File: src/rtl/laser_frame_ctrl_pkg.sv
`default_nettype none
// ============================================================================
// Module      : laser_frame_ctrl_pkg
// Description : Shared constants, state encodings and helpers for the
//               laser-spot frame sequencer and its result slot.
// Contents    : c_COORD_W    - width of the pixel x/y counters
//               c_XY_W       - width of a packed {x, y} coordinate
//               c_DEF_THRESH - red threshold applied after reset
//               c_ST_*       - sequencer state encodings
//               result_t     - one published frame result
//               xy_pack()    - pack x and y into {x, y}
//               coord_zext() - zero-extend a coordinate to a 32-bit bus
// Revision    : 1.0 - initial release
// ============================================================================
package laser_frame_ctrl_pkg;

   localparam int unsigned c_COORD_W = 16;
   localparam int unsigned c_XY_W    = 2 * c_COORD_W;

   localparam logic [7:0] c_DEF_THRESH = 8'd64;

   localparam logic [1:0] c_ST_IDLE      = 2'd0;
   localparam logic [1:0] c_ST_WAIT_SOF  = 2'd1;
   localparam logic [1:0] c_ST_SCAN      = 2'd2;
   localparam logic [1:0] c_ST_EOF_FLUSH = 2'd3;

   typedef struct packed {
      logic              found;
      logic [c_XY_W-1:0] xy;
   } result_t;

   function automatic logic [c_XY_W-1:0] xy_pack(input logic [c_COORD_W-1:0] x,
                                                 input logic [c_COORD_W-1:0] y);
      return {x, y};
   endfunction

   function automatic logic [31:0] coord_zext(input logic [c_COORD_W-1:0] c);
      return {{(32 - c_COORD_W){1'b0}}, c};
   endfunction

endpackage
`default_nettype wire

File: src/rtl/laser_result_slot.sv
`default_nettype none
// ============================================================================
// Module      : laser_result_slot
// Description : Single-entry result register with valid/ready hand-off to
//               downstream, overwrite-on-publish with sticky overrun flag,
//               and wrapping published-frame / missed-frame counters.
// Ports       : clk, rst            - clock, synchronous active-high reset
//               i_publish           - load a new result this cycle
//               i_found / i_xy      - result being published
//               i_ready             - downstream accepts the held result
//               o_valid             - a result is held
//               o_found / o_xy      - held result
//               o_frame_cnt         - results published (wraps)
//               o_miss_cnt          - published results with no spot (wraps)
//               o_overrun           - sticky: unconsumed result overwritten
// Revision    : 1.0 - initial release
// ============================================================================
module laser_result_slot
   import laser_frame_ctrl_pkg::*;
(
   input  logic              clk,
   input  logic              rst,
   input  logic              i_publish,
   input  logic              i_found,
   input  logic [c_XY_W-1:0] i_xy,
   input  logic              i_ready,
   output logic              o_valid,
   output logic              o_found,
   output logic [c_XY_W-1:0] o_xy,
   output logic [15:0]       o_frame_cnt,
   output logic [15:0]       o_miss_cnt,
   output logic              o_overrun
);

   logic        r_valid;
   result_t     r_res;
   logic [15:0] r_frame_cnt;
   logic [15:0] r_miss_cnt;
   logic        r_overrun;

   always_ff @(posedge clk) begin
      if (rst) begin
         r_valid     <= 1'b0;
         r_res       <= '0;
         r_frame_cnt <= '0;
         r_miss_cnt  <= '0;
         r_overrun   <= 1'b0;
      end else begin
         if (i_publish) begin
            // A publish wins over a same-cycle consume: the old result is
            // gone either way, but it only counts as lost if nobody took it.
            r_res.found <= i_found;
            r_res.xy    <= i_xy;
            r_valid     <= 1'b1;
            r_frame_cnt <= r_frame_cnt + 16'd1;
            if (!i_found) begin
               r_miss_cnt <= r_miss_cnt + 16'd1;
            end
            if (r_valid && !i_ready) begin
               r_overrun <= 1'b1;
            end
         end else if (r_valid && i_ready) begin
            r_valid <= 1'b0;
         end
      end
   end

   assign o_valid     = r_valid;
   assign o_found     = r_res.found;
   assign o_xy        = r_res.xy;
   assign o_frame_cnt = r_frame_cnt;
   assign o_miss_cnt  = r_miss_cnt;
   assign o_overrun   = r_overrun;

endmodule
`default_nettype wire

File: src/rtl/laser_frame_ctrl.sv
`default_nettype none
// ============================================================================
// Module      : laser_frame_ctrl
// Description : Frame-level sequencer for the laser-spot detector. Tracks the
//               pixel position of the incoming video stream, drives the
//               detector enable / synchronous reset / red threshold, captures
//               the spot coordinate on a hit and publishes one result per
//               frame through laser_result_slot.
// Ports       : clk, reset                 - clock, sync active-high reset
//               enable                     - software run enable
//               thresh_in, thresh_wr       - pending threshold write
//               pix_valid/pix_sof/pix_eol  - video stream framing
//               det_hit, det_laser_xy      - detector status and coordinate
//               det_en, det_reset_n        - detector control
//               det_threshold              - threshold held for a frame
//               x_out, y_out               - position of the current pixel
//               res_valid/res_ready        - result hand-off
//               res_xy, res_found          - published result
//               frame_cnt, miss_cnt        - wrapping frame bookkeeping
//               overrun, sync_err          - sticky error flags
// Revision    : 1.0 - initial release
// ============================================================================
module laser_frame_ctrl
   import laser_frame_ctrl_pkg::*;
#(
   parameter int unsigned FRAME_W    = 640,
   parameter int unsigned FRAME_H    = 480,
   parameter logic [7:0]  DEF_THRESH = c_DEF_THRESH
) (
   input  logic        clk,
   input  logic        reset,
   input  logic        enable,
   input  logic [7:0]  thresh_in,
   input  logic        thresh_wr,
   input  logic        pix_valid,
   input  logic        pix_sof,
   input  logic        pix_eol,
   input  logic        det_hit,
   input  logic [31:0] det_laser_xy,
   output logic        det_en,
   output logic        det_reset_n,
   output logic [7:0]  det_threshold,
   output logic [31:0] x_out,
   output logic [31:0] y_out,
   output logic        res_valid,
   input  logic        res_ready,
   output logic [31:0] res_xy,
   output logic        res_found,
   output logic [15:0] frame_cnt,
   output logic [15:0] miss_cnt,
   output logic        overrun,
   output logic        sync_err
);

   // The line length is never checked at run time (pix_eol is authoritative);
   // FRAME_W only has to fit the coordinate counter.
   if (FRAME_W < 1 || FRAME_W > (1 << c_COORD_W)) begin : g_bad_frame_w
      $error("laser_frame_ctrl: FRAME_W does not fit the coordinate counter");
   end
   if (FRAME_H < 1 || FRAME_H >= (1 << c_COORD_W)) begin : g_bad_frame_h
      $error("laser_frame_ctrl: FRAME_H does not fit the coordinate counter");
   end

   localparam logic [c_COORD_W-1:0] c_LAST_Y = c_COORD_W'(FRAME_H - 1);

   logic [1:0]           r_state;
   logic [1:0]           w_state_nxt;
   logic [c_COORD_W-1:0] r_x;
   logic [c_COORD_W-1:0] r_y;
   logic [c_COORD_W-1:0] w_x_adv;
   logic [c_COORD_W-1:0] w_y_adv;
   logic                 w_last;
   logic                 w_accept;
   logic                 w_pix;
   logic                 w_scan_hold;
   logic                 w_scan_sof;
   logic                 w_publish;
   logic                 w_unarmed;
   logic [7:0]           r_pend;
   logic [7:0]           r_thresh;
   logic                 r_hit_d1;
   logic                 r_found;
   logic [c_XY_W-1:0]    r_cap;
   logic                 r_sync_err;

   // First pixel of a frame, taken only while armed and enabled.
   assign w_accept    = (r_state == c_ST_WAIT_SOF) && enable && pix_valid && pix_sof;
   // An ordinary in-frame pixel; a SOF seen mid-frame is not processed.
   assign w_pix       = (r_state == c_ST_SCAN) && enable && pix_valid && !pix_sof;
   assign w_scan_hold = (r_state == c_ST_SCAN) && enable && !pix_valid;
   assign w_scan_sof  = (r_state == c_ST_SCAN) && enable && pix_valid && pix_sof;
   assign w_publish   = (r_state == c_ST_EOF_FLUSH);
   assign w_unarmed   = (r_state == c_ST_IDLE) || (r_state == c_ST_WAIT_SOF);

   // Position of the pixel after the one on the bus. The accept cycle is at
   // (0,0) because x/y sit at zero while waiting, so one adder serves both.
   assign w_x_adv = pix_eol ? '0 : r_x + 1'b1;
   assign w_y_adv = pix_eol ? r_y + 1'b1 : r_y;
   assign w_last  = pix_eol && (r_y == c_LAST_Y);

   always_comb begin
      w_state_nxt = r_state;
      case (r_state)
         c_ST_IDLE: begin
            if (enable) begin
               w_state_nxt = c_ST_WAIT_SOF;
            end
         end
         c_ST_WAIT_SOF: begin
            if (!enable) begin
               w_state_nxt = c_ST_IDLE;
            end else if (w_accept) begin
               w_state_nxt = w_last ? c_ST_EOF_FLUSH : c_ST_SCAN;
            end
         end
         c_ST_SCAN: begin
            if (!enable) begin
               w_state_nxt = c_ST_IDLE;
            end else if (w_scan_sof) begin
               w_state_nxt = c_ST_WAIT_SOF;
            end else if (w_pix && w_last) begin
               w_state_nxt = c_ST_EOF_FLUSH;
            end
         end
         c_ST_EOF_FLUSH: begin
            w_state_nxt = enable ? c_ST_WAIT_SOF : c_ST_IDLE;
         end
         default: begin
            w_state_nxt = c_ST_IDLE;
         end
      endcase
   end

   always_ff @(posedge clk) begin
      if (reset) begin
         r_state    <= c_ST_IDLE;
         r_x        <= '0;
         r_y        <= '0;
         r_pend     <= DEF_THRESH;
         r_thresh   <= DEF_THRESH;
         r_hit_d1   <= 1'b0;
         r_found    <= 1'b0;
         r_cap      <= '0;
         r_sync_err <= 1'b0;
      end else begin
         r_state <= w_state_nxt;

         if (thresh_wr) begin
            r_pend <= thresh_in;
         end
         // The applied threshold tracks the pending one only between frames,
         // and is frozen from the SOF pixel on.
         if (w_unarmed && !w_accept) begin
            r_thresh <= r_pend;
         end

         if (w_accept || w_pix) begin
            r_x <= w_x_adv;
            r_y <= w_y_adv;
         end else if (!w_scan_hold) begin
            r_x <= '0;
            r_y <= '0;
         end

         // The detector presents its run centre one cycle after raising
         // det_hit, so capture on the delayed flag. Hits after the EOF pixel
         // land outside SCAN and are ignored.
         r_hit_d1 <= (r_state == c_ST_SCAN) ? det_hit : 1'b0;
         if ((r_state == c_ST_SCAN) && r_hit_d1 && !r_found) begin
            r_cap   <= det_laser_xy;
            r_found <= 1'b1;
         end else if (w_unarmed) begin
            r_cap   <= '0;
            r_found <= 1'b0;
         end

         if ((r_state == c_ST_SCAN) && (!enable || w_scan_sof)) begin
            r_sync_err <= 1'b1;
         end
      end
   end

   laser_result_slot u_slot (
      .clk         (clk),
      .rst         (reset),
      .i_publish   (w_publish),
      .i_found     (r_found),
      .i_xy        (r_found ? r_cap : xy_pack('0, '0)),
      .i_ready     (res_ready),
      .o_valid     (res_valid),
      .o_found     (res_found),
      .o_xy        (res_xy),
      .o_frame_cnt (frame_cnt),
      .o_miss_cnt  (miss_cnt),
      .o_overrun   (overrun)
   );

   assign det_reset_n   = (r_state == c_ST_SCAN) || w_accept;
   assign det_en        = w_accept || w_pix;
   assign det_threshold = r_thresh;
   assign x_out         = coord_zext(r_x);
   assign y_out         = coord_zext(r_y);
   assign sync_err      = r_sync_err;

endmodule
`default_nettype wire

File: config.mk
export PLATFORM = sky130hd
export DESIGN_NAME = laser_frame_ctrl
export DESIGN_NICKNAME = d
export VERILOG_FILES = /design/src/rtl/laser_frame_ctrl_pkg.sv /design/src/rtl/laser_result_slot.sv /design/src/rtl/laser_frame_ctrl.sv
export SDC_FILE = /design/constraint.sdc
export NUM_CORES = 1
export LEC_CHECK = 0
export CORE_UTILIZATION = 38
export CTS_CLUSTER_SIZE = 30
export DETAILED_ROUTE_END_ITERATION = 10
export PLACE_DENSITY = 0.66
export SKIP_CTS_REPAIR_TIMING = 1
export SYNTH_ARGS = -nofsm -noshare
export SYNTH_HDL_FRONTEND = slang
export SYNTH_HIERARCHICAL = 1
export SYNTH_SLANG_ARGS = --single-unit
File: constraint.sdc
create_clock -name clk -period 6.4 [get_ports clk]
set_input_delay 0.64 -clock clk [delete_from_list [all_inputs] [get_ports clk]]
set_output_delay 0.64 -clock clk [all_outputs]
set_load 0.1 [all_outputs]
==> results.ini <==
[status]
status=finished, final reports clean

[sta]
rsz0062_at_grt=false
timing.fmax_mhz=267.5
fin_crit_ns=3.738
slew_viol_final=0
relSlewSlack_pct=24.17
fin_tns_setup_ns=0
finalCritPeriodShare_pct=58.40
final_hold_viol_count=0
worst_pin_slew_ns=1.130
setup_violations=0
skew_ns=0.007661

[clocking]
cts-root-buf=clkbuf_16
clockBufferDepth=2
clk_pin_slew_ns=0.06
numCtsBuffers=17
cts_tree=built
cts.sinks=152
htreeDepth=4
clock_latency_ns=0.41

[critical_path]
path_cells=clkdlybuf4s50_1 -> or3b_4 -> a21oi_1 -> clkdlybuf4s50_1
cpMostUsedCell=clkdlybuf4s50_1
crit_buf_inv=2
cp_slowest_stage_delay_ns=1.21
crit_type=in -> out
critPathTopFamily=buffers and inverters
crit_slowest_cell=clkdlybuf4s50_1
crit_arrival_ns=3.10
endpoint_kind=output pin
start_kind=input port
crit_fanout=6
required_ns=5.76

[logic_synthesis]
synthXorXnorAreaFrac_pct=2.987
synth_area_um2=6744
synth_area_per_cell_um2=8.747
synth-edff-count=0
ys_seq_area_share_pct=45.12
yosysUniqueCellTypes=57
synth.mux.area_fraction_pct=7.885
synth_compound_area_share_pct=10.82
synth_simple_gate_area_share_pct=25.10
synth_top_area_share_pct=45.12
synth_top_family_by_area=simple AND/OR/NAND/NOR gates
synth_area_leaders=dfxtp_1 45%, mux2i_1 7.7%, nor2_1 4.8%
synthArstFlopShare_pct=0
ys_ff_latch=152
synth_cells=771
yosys_warnings=6
synthAdderAreaFrac_pct=0.7421
yosysTopAreaCell=dfxtp_1
ys.flop_type=dfxtp_1

[final_layout]
diodes=0
fin_util_pct=51.54
nets=955
drive_gt1_share_pct=5.355
area_growth_syn_to_layout_pct=32.19

[place]
port_buffers=158
dpl.hpwl_um=10800
gp_congestion=0.7992

[floorplan]
die_x_um=135.2
start_util_pct=38.99
coreArea_um2=17300
dieArea_um2=18280
io_pins=191
die_h_um=135.2
num_rows=48

[pwr]
power_mw=2.152
power_density_nw_per_um2=241.4
ir_worst_vdd_mv=0.1690
p_leak_nw=2.994

[worst_hold_path]
min_path_type=reg -> reg

[routing]
drc=0
ant_nets=0
viasPerCell=5.098
wl_per_cell_um=14.46
drt_wl_total_um=16490
dr_total_vias=5812
dr.pass1.iters=4
drt_iter0_drc=227

[global_routing]
grt_overflow_total=0
grt_pass1_vias=5237
grt_pass1_wl_um=26450
grt_max_degree=81
grt_usage_pct=18.18
grt_antenna_before_repair=0

[flow_run]
cap_violations=0

path summary, 6_finish.rpt:
kind	startpoint	slack, ns	depth (start not counted)	endpoint
worst max register to register	r_state[1]$_SDFFE_PP0P_	3.72	6	u_slot/o_frame_cnt[14]$_SDFFE_PP0P_
worst max-delay path	pix_sof	2.66	4	det_en
worst min-delay path	r_cap[22]$_SDFFE_PP0P_	0.46	2	r_cap[22]$_SDFFE_PP0P_
worst min register to register	r_cap[22]$_SDFFE_PP0P_	0.46	2	r_cap[22]$_SDFFE_PP0P_
logic make-up (layout without fill, tap and decap cells):
family,Yosys count,count (layout)
AND/OR/NAND/NOR,326,326
flip-flops,152,152
AO/OA/AOI/OAI,119,119
buffers and inverters,93,206
multiplexers,53,53
XOR/XNOR,23,23
adder cells (fa/ha/maj),4,4
other,1,32
layer usage:
metal | up-vias | part of all wire (%) | track usage (%)
met5 | - | 0 | 0
met1 | 2745 | 48 | 23.63
met2 | 152 | 46 | 29.17
met4 | 0 | 0.77 | 5.243
met3 | 12 | 5.9 | 5.200
li1 | 2903 | - | -
cell type report:
class,count,area [um^2]
Inverter,10,37.54
Timing Repair Buffer,164,1624
Multi-Input combinational cell,557,3327
Fill cell,1645,8382
Clock inverter,6,112.6
Sequential cell,152,3043
Clock buffer,26,489.2
Tap cell,225,281.5
cells in the final DEF (no fill, tap or decap), types with 7 or more instances in the layout:
| cell | netlist | routed |
|---|---|---|
| o21ai_0 | 13 | 13 |
| inv_1 | 10 | 10 |
| nand4_1 | 16 | 16 |
| buf_4 | 35 | 7 |
| o31ai_1 | 14 | 14 |
| mux2i_1 | 52 | 52 |
| or3_1 | 10 | 10 |
| nor2_1 | 87 | 87 |
| clkbuf_16 | 0 | 17 |
| dfxtp_1 | 152 | 152 |
| nor4_1 | 8 | 8 |
| or4_1 | 13 | 13 |
| and2_1 | 34 | 33 |
| clkdlybuf4s50_1 | 0 | 157 |
| a311oi_1 | 8 | 8 |
| nand2_1 | 62 | 62 |
| a21oi_1 | 65 | 65 |
| xor2_1 | 7 | 7 |
| nand3_1 | 52 | 52 |
| conb_1 | 1 | 32 |
| xnor2_1 | 16 | 16 |
cell usage after synthesis (10+ instances only):
cell type / instances
o21ai_0: 13
clkbuf_1: 33
and2_1: 34
a21oi_1: 65
nand3_1: 52
nand4_1: 16
or3_1: 10
mux2i_1: 52
buf_4: 35
inv_1: 10
nand2_1: 62
dfxtp_1: 152
or4_1: 13
xnor2_1: 16
nor2_1: 87
o31ai_1: 14
through the flow:
step | worst slack, ns | hold WS [ns] | area (um^2) | cells
final | 2.662 | 0.4595 | 8915 | 1140
after global routing | 2.534 | 0.4826 | 8915 | 1140
after CTS | 2.648 | 0.4621 | 8915 | 1140
after detailed placement | 2.703 | 0.4541 | 8313 | 1108
after global placement | 2.685 | 0.4490 | 8313 | 1108
after floorplan | 2.898 | 0.4403 | 6860 | 802
state kept, by name (all words and copies together), names as in the netlist, 2 cells and up:
register	cells
r_x	16
u_slot/o_frame_cnt	16
r_pend	8
r_state	2
u_slot/o_xy	32
r_cap	32
det_threshold	8
r_y	16
u_slot/o_miss_cnt	16
tightest hold or removal path: stages (launching register included):
cell and delay, ns:
dfxtp_1 0.30, nand3_1 0.06, a21oi_1 0.05
power by group:
part,switching (mW),leakage (nW),internal [mW]
logic,0.133,1.47,0.0385
registers,0.00358,1.23,0.952
clock network,0.378,0.293,0.647
total,0.515,2.99,1.64
Note: power is estimated with default switching activity, not from simulation.
